`src/rtl/cpu_fetch_seq.sv`:
```
// Fetch/sequencing stage of the RPN calculator CPU: owns the PC, latches ROM words
// into ir, resolves JMP/ATC locally and hands MOV/ACC/conditional JMP to the datapath.
module cpu_fetch_seq #(
   parameter logic [7:0] RESET_PC = 8'd0,
   parameter logic [3:0] OP_NOP   = 4'd0,
   parameter logic [3:0] OP_JMP   = 4'd1,
   parameter logic [3:0] OP_ATC   = 4'd2,
   parameter logic [3:0] OP_MOV   = 4'd3,
   parameter logic [3:0] OP_ACC   = 4'd4,
   parameter logic [2:0] COND_UNC = 3'd0
) (
   input  logic        clk,
   input  logic        rst,
   output logic [7:0]  rom_addr,
   input  logic [34:0] rom_data,
   output logic [34:0] ir,
   input  logic [7:0]  flags,
   output logic [7:0]  flag_clr,
   output logic        dp_req,
   input  logic        dp_done,
   input  logic        dp_cond,
   output logic [15:0] retired,
   output logic [1:0]  state_dbg
);

   typedef enum logic [1:0] {
      S_FETCH = 2'd0,
      S_EXEC  = 2'd1,
      S_WAIT  = 2'd2
   } state_e;

   state_e      state_q, state_d;
   logic [7:0]  pc_q, pc_d;
   logic [34:0] ir_q, ir_d;
   logic [15:0] retired_q, retired_d;
   logic        retire;

   logic [3:0]  opcode;
   logic [2:0]  field;
   logic [7:0]  target;
   logic [7:0]  pc_inc;

   assign opcode = ir_q[34:31];
   assign field  = ir_q[30:28];
   assign target = ir_q[7:0];
   assign pc_inc = pc_q + 8'd1;

   always_comb begin
      state_d   = state_q;
      pc_d      = pc_q;
      ir_d      = ir_q;
      retired_d = retired_q;
      retire    = 1'b0;
      dp_req    = 1'b0;
      flag_clr  = 8'd0;
      case (state_q)
         S_FETCH: begin
            ir_d    = rom_data;
            state_d = S_EXEC;
         end
         S_EXEC: begin
            case (opcode)
               OP_JMP: begin
                  if (field == COND_UNC) begin
                     pc_d    = target;
                     retire  = 1'b1;
                     state_d = S_FETCH;
                  end else begin
                     dp_req  = 1'b1;
                     state_d = S_WAIT;
                  end
               end
               OP_ATC: begin
                  retire  = 1'b1;
                  state_d = S_FETCH;
                  if (flags[field]) begin
                     pc_d     = target;
                     flag_clr = 8'd1 << field;
                  end else begin
                     pc_d = pc_inc;
                  end
               end
               OP_MOV, OP_ACC: begin
                  dp_req  = 1'b1;
                  state_d = S_WAIT;
               end
               OP_NOP: begin
                  pc_d    = pc_inc;
                  retire  = 1'b1;
                  state_d = S_FETCH;
               end
               default: begin
                  pc_d    = pc_inc;
                  retire  = 1'b1;
                  state_d = S_FETCH;
               end
            endcase
         end
         S_WAIT: begin
            // Only conditional JMP or MOV/ACC can be parked here.
            if (dp_done) begin
               pc_d    = (opcode == OP_JMP && dp_cond) ? target : pc_inc;
               retire  = 1'b1;
               state_d = S_FETCH;
            end
         end
         default: state_d = S_FETCH;
      endcase
      if (retire) retired_d = retired_q + 16'd1;
      if (rst) begin
         dp_req   = 1'b0;
         flag_clr = 8'd0;
      end
   end

   always_ff @(posedge clk) begin
      if (rst) begin
         state_q   <= S_FETCH;
         pc_q      <= RESET_PC;
         ir_q      <= 35'd0;
         retired_q <= 16'd0;
      end else begin
         state_q   <= state_d;
         pc_q      <= pc_d;
         ir_q      <= ir_d;
         retired_q <= retired_d;
      end
   end

   assign rom_addr  = pc_q;
   assign ir        = ir_q;
   assign retired   = retired_q;
   assign state_dbg = state_q;

endmodule

```
`config.mk`:
```
export PLATFORM = sky130hd
export DESIGN_NAME = cpu_fetch_seq
export DESIGN_NICKNAME = d
export VERILOG_FILES = /design/src/rtl/cpu_fetch_seq.sv
export SDC_FILE = /design/constraint.sdc
export NUM_CORES = 1
export LEC_CHECK = 0
export ABC_AREA = 1
export CAP_MARGIN = 10
export CELL_PAD_IN_SITES_DETAIL_PLACEMENT = 1
export CELL_PAD_IN_SITES_GLOBAL_PLACEMENT = 1
export CORE_MARGIN = 10
export CORE_UTILIZATION = 31
export CTS_CLUSTER_DIAMETER = 120
export DETAILED_ROUTE_END_ITERATION = 8
export GPL_TIMING_DRIVEN = 0
export PLACE_DENSITY = 0.84
export SYNTH_ARGS = -nofsm -noshare
export SYNTH_HDL_FRONTEND = slang
export SYNTH_SLANG_ARGS = --single-unit
export TNS_END_PERCENT = 30
```
`constraint.sdc`:
```
create_clock -name clk -period 1.74 [get_ports clk]
set_clock_uncertainty 0.05 [all_clocks]
set_input_delay 0.348 -clock clk [delete_from_list [all_inputs] [get_ports clk]]
set_output_delay 0.348 -clock clk [all_outputs]
set_load 0.02 [all_outputs]
```
---- Word-level counts from Yosys, hierarchy flattened ----
Index checks and enable logic that the tools add are counted.
cells by class
  $add $sub $neg .......................... 2
  multiplexer cells ....................... 24
  magnitude comparators ................... 1
  shifts and indexed selects .............. 1
  eq/ne operators ......................... 9
  reduce and logical (&&, ||, !) cells .... 6
operators by type and width
  operator                                                                count
  8-bit 2-to-1 mux                                                        8
  8-bit case mux with 3 select lines                                      1
  16-bit by 1-bit adder with 16-bit output (second input constant)        1
  8-bit case mux with 2 select lines                                      1
  8-bit by 1-bit adder with 8-bit output (second input constant)          1
  4-bit by 2-bit equality test with 1-bit output (second input constant)  2
  1-bit by 3-bit left shift with 8-bit output (first input constant)      1
  1-bit 2-to-1 mux                                                        6
  1-bit case mux with 2 select lines                                      3
  2-bit case mux with 3 select lines                                      1
  4-bit by 1-bit equality test with 1-bit output (second input constant)  1
  4-bit by 3-bit equality test with 1-bit output (second input constant)  1
  3-bit by 4-bit < comparator with 1-bit output (second input constant)   1
  2-bit 2-to-1 mux                                                        2
  2-bit inequality test (second input constant)                           2
  2-bit case mux with 2 select lines                                      1
  4-bit AND reduction                                                     1
  1-bit binary-select mux with 3-bit select                               1
  3-bit zero test                                                         1
  3-bit inequality test (second input constant)                           1
  2-bit by 1-bit equality test with 1-bit output (second input constant)  1
  2-bit equality test (second input constant)                             1
  2-bit zero test                                                         1
  2-bit nonzero test                                                      1
  other kinds (2)                                                         2
storage, ports and cells
  register bits after elaboration ......... 61
  input port bits ......................... 47

---- Depth between registers and ports, before layout ----
  depth after elaboration ................. 6
  depth in mapped cells ................... 12
  depth with buffers taken out ............ 12

---- Least setup slack after synthesis ----
No wires, ideal clock.
  path kind ............................... register -> output
  from .................................... register ir_q[32], in the netlist ir[32]
  to ...................................... output port flag_clr[1]
  arrival time ............................ 1514 ps
  required time ........................... 1342 ps
  path buffers ............................ 0
  path slack .............................. -172 ps
  stages on the path, launching flop included .. 7
  cell sequence ........................... dfxtp_1 -> nand2_1 -> nor2_2 -> inv_1 -> nor3_2 -> nand3_1 -> nor2_1
between the ends
  cells in the longest elaborated chain, start to end .. 4
ends and longest elaborated chain
  item                                            RTL line  text
  start, declared                                 34        logic [34:0] ir_q, ir_d;
  start signal, assigned                          125       ir_q <= ir_d;
  4-bit by 2-bit equality test with 1-bit output  62        case (opcode)
  8-bit 2-to-1 mux                                62
  8-bit 2-to-1 mux                                56        case (state_q)
  8-bit 2-to-1 mux                                110       if (rst) begin
  end, declared                                   18        output logic [7:0] flag_clr,
No other way between the ends.

---- Worst setup path in the final report ----
  from .................................... register state_q[1], in the netlist state_dbg[1]
  to ...................................... output port flag_clr[2]
between the ends
  cells in the longest elaborated chain, start to end .. 3
ends and longest elaborated chain
  item                                            RTL line  text
  start, declared                                 32        state_e state_q, state_d;
  start signal, assigned                          123       state_q <= state_d;
  2-bit by 1-bit equality test with 1-bit output  56
  8-bit 2-to-1 mux                                56
  8-bit 2-to-1 mux                                110
No other way between the ends.

==> out/results.ini <==
[outcome]
outcome = finished, violations left
violations = negative setup slack

[sta]
unrepaired_setup_endpoints_after_global_routing = yes
max_freq_mhz = 455
report.final.hold_viol_count = 0
finalCriticalPeriod_ns = 2.20
fin_crit_sh_pct = 126
number_of_setup_violations_in_the_final_report = 22
worst-slew-pin-transition_ns = 0.583
hold-worst-slack_ns = 0.448
max_slew_margin_pct = 61.2
final_max_slew_viol_count = 0
post-route-worst-setup-slack_ns = -0.457

[yosys]
netlist_area_mm2 = 0.00325
synth_cell_types = 30
syn_area_per_cell_um2 = 6.83
yosys_warnings = 0
synth_nets = 529
synth-seq-area-share_pct = 37.6
ys_ff_latch = 61
cell_count_after_synthesis = 476

[cells_and_area]
diodes = 0
drive_gt1_share_pct = 23.1
most-common-layout-cells = sky130_fd_sc_hd__nand2_1 (79), sky130_fd_sc_hd__nor2_1 (75), sky130_fd_sc_hd__clkdlybuf4s50_1 (56), sky130_fd_sc_hd__dfxtp_1 (51), sky130_fd_sc_hd__o21ai_0 (44)
n_fill_cell = 1288
area.growth.synth_to_final_pct = 65.9
design.final.nets = 690
mostFrequentLayoutCell = sky130_fd_sc_hd__nand2_1
multiInputGateArea_mm2 = 0.00203
seqCellArea_mm2 = 0.00125

[setup_path]
cp_num_buf_inv = 4
end_kind = output pin
worst-path-max-fanout = 4
startpoint_type = flop
critical_path_arrival_ns = 1.80
timing.critical_path.required_ns = 1.34
rr_startpoint = ir[29]
slowest_delay_ns = 0.35
timing.setup.critical_path_class = flop to output pin
cp_cell_sequence = inv_2 > ha_4 > inv_2 > nor3_4 > buf_4 > nand3_4 > nor2_4 > buf_4
startpoint = state_dbg[1]
slowest_stage = sky130_fd_sc_hd__dfxtp_2
path_delay_family = buffers and inverters

[clocking]
worst_skew_pair.late_latency_ns = 0.35
ctsHtreeMaxLevel = 3
cts-root-buf = sky130_fd_sc_hd__clkbuf_8
cts.path.max_buffers = 2
cts-buffers-inserted = 9
clock_slew_seen_by_the_registers_of_the_worst_setup_and_hold_paths_ns = 0.07
cts_tree = yes
post_cts_hold_buffer_count = 0
cts.sinks = 61

[power]
cellPowerDensity_mw_per_mm2 = 929
power_leakage_nw = 2.46
worst_ir_drop_vdd_v = 0.000635

[floorplan]
core.rowCount = 37
floorplan.initialDensity_pct = 31.6
overall_die_area_mm2 = 0.0150
chipHeight_um = 122
core_area_mm2 = 0.0103
num_io_pins = 117
chipWidth_um = 122

[global_routing]
grt_max_degree = 11
grt_pass1_wl_um = 22100
grt_usage_pct = 18.3
overflow_left_after_global_routing = 0
grt_antenna_before_repair = 0
first_global_vias = 4226

[route]
drtIter0Drc = 163
route.detailed.vias_per_inst = 5.08
via_count = 3953
number_of_remaining_drc_errors = 0
drt_pre_antenna_iters = 4
antenna_left = 0
wl_per_instance_um = 19.1
total_detailed_routing_wirelength_um = 14900

[flow_run]
timing.max_cap.violations = 0

[placed_design]
hpwl_um = 9870
finalWeightedCongestion = 0.907
place.port_buffers = 116
place_worst_setup_slack_ns = -1.17

[hold_path]
worst_hold_path_type = flop to flop
hold_start = ir[25]

[power breakdown]
part | internal (mW) | total [mW] | switching, mW
clock network | 0.881 | 1.47 | 0.593
logic | 0.735 | 1.81 | 1.08
registers | 1.56 | 1.72 | 0.162
total | 3.18 | 5.01 | 1.83
[layer usage]
metal / wire (µm) / share of wire [%] / up-vias / track usage, %
li1: - / - / 1886 / -
met1: 5820 / 39 / 1905 / 19.4
met2: 7520 / 51 / 133 / 32.8
met3: 1110 / 7.5 / 29 / 6.84
met4: 427 / 2.9 / 0 / 6.11
met5: 0 / 0 / - / 0
[sequential cells by signal (all words and copies together), names as in the netlist]
| name | flops |
|---|---|
| ir | 35 |
| rom_addr | 8 |
| state_dbg | 2 |
| retired | 16 |
[synth_stat cells]
library cell                n  share of area, %
sky130_fd_sc_hd__nor2_1    86               9.9
sky130_fd_sc_hd__nand2_1   85               9.8
sky130_fd_sc_hd__dfxtp_1   61                38
sky130_fd_sc_hd__o21ai_0   47               7.2
sky130_fd_sc_hd__nand3_1   44               6.8
sky130_fd_sc_hd__a21oi_1   36               5.5
sky130_fd_sc_hd__inv_1     30               3.5
sky130_fd_sc_hd__clkbuf_1  12               1.4
sky130_fd_sc_hd__xor2_1    12               3.2
sky130_fd_sc_hd__inv_2      8              0.92
sky130_fd_sc_hd__nand4_1    8               1.5
sky130_fd_sc_hd__nand2_4    7               2.4
sky130_fd_sc_hd__ha_1       6               2.3
sky130_fd_sc_hd__nand2_2    5              0.96
sky130_fd_sc_hd__xnor2_1    5               1.3
sky130_fd_sc_hd__nor3_1     4              0.62
sky130_fd_sc_hd__nor3_2     3              0.92
sky130_fd_sc_hd__buf_2      2              0.31
sky130_fd_sc_hd__buf_6      2              0.69
sky130_fd_sc_hd__nand3_2    2              0.62
sky130_fd_sc_hd__nand3b_1   2              0.46
sky130_fd_sc_hd__a211oi_1   1              0.23
sky130_fd_sc_hd__buf_1      1              0.12
sky130_fd_sc_hd__buf_4      1              0.23
sky130_fd_sc_hd__clkinv_1   1              0.12
sky130_fd_sc_hd__nor2_2     1              0.19
sky130_fd_sc_hd__o21ai_1    1              0.15
sky130_fd_sc_hd__o21ai_4    1              0.50
sky130_fd_sc_hd__or2_0      1              0.19
sky130_fd_sc_hd__or2_2      1              0.19
[what timing repair did]
| action | 4_1_cts | 5_1_grt |
|---|---|---|
| pin swaps | 9 | 14 |
| resized for setup | 136 | 47 |
| buffers inserted | 15 | 18 |
| setup endpoints to repair | 103 | 64 |
| gates cloned | 0 | 1 |
[through the flow]
step / power [mW] / setup TNS [ns] / utilization (%) / instances / instance area [µm²]
after floorplan: 2.59 / 0 / - / 476 / 3350
after CTS: 4.82 / -3.11 / 49.7 / 759 / 5110
after global routing: 5.28 / -7.62 / 52.5 / 778 / 5390
after detailed placement: 3.29 / -22.79 / 45.5 / 728 / 4680
final: 5.01 / -4.53 / 52.5 / 778 / 5390
after global placement: 3.22 / -18.96 / 45.5 / 728 / 4680
[area by class of cell]
class	instances	area share, %
Buffer	18	2.34
Clock buffer	12	2.88
Clock inverter	4	1.30
Inverter	39	3.22
Multi-Input combinational cell	358	37.7
Sequential cell	61	23.1
Tap cell	136	3.15
Timing Repair Buffer	150	26.3
[cells by family after synthesis]
kind of cell	share of synthesized area, %
buffers and inverters	7.24
flip-flops	37.6
AO/OA/AOI/OAI	13.7
XOR/XNOR	4.58
adder cells (fa/ha/maj)	2.31
AND/OR/NAND/NOR	34.6
[worst paths after layout]
| check | end | slack, ns | cells after the start |
|---|---|---|---|
| hold reg to reg | ir[25] | 0.45 | 2 |
| setup reg to reg | retired[2] | -0.07 | 9 |
| setup / recovery | flag_clr[2] | -0.46 | 8 |
| hold / removal | ir[25] | 0.45 | 2 |
[worst reg2reg max path, delay by kind of cell, from the launching register on]
| kind | cells | cell delay [ns] |
|---|---|---|
| AND/OR/NAND/NOR | 5 | 0.60 |
| buffers and inverters | 2 | 0.33 |
| AO/OA/AOI/OAI | 2 | 0.35 |
| flip-flops | 1 | 0.38 |
No activity file was read; power rests on OpenSTA's default activity.
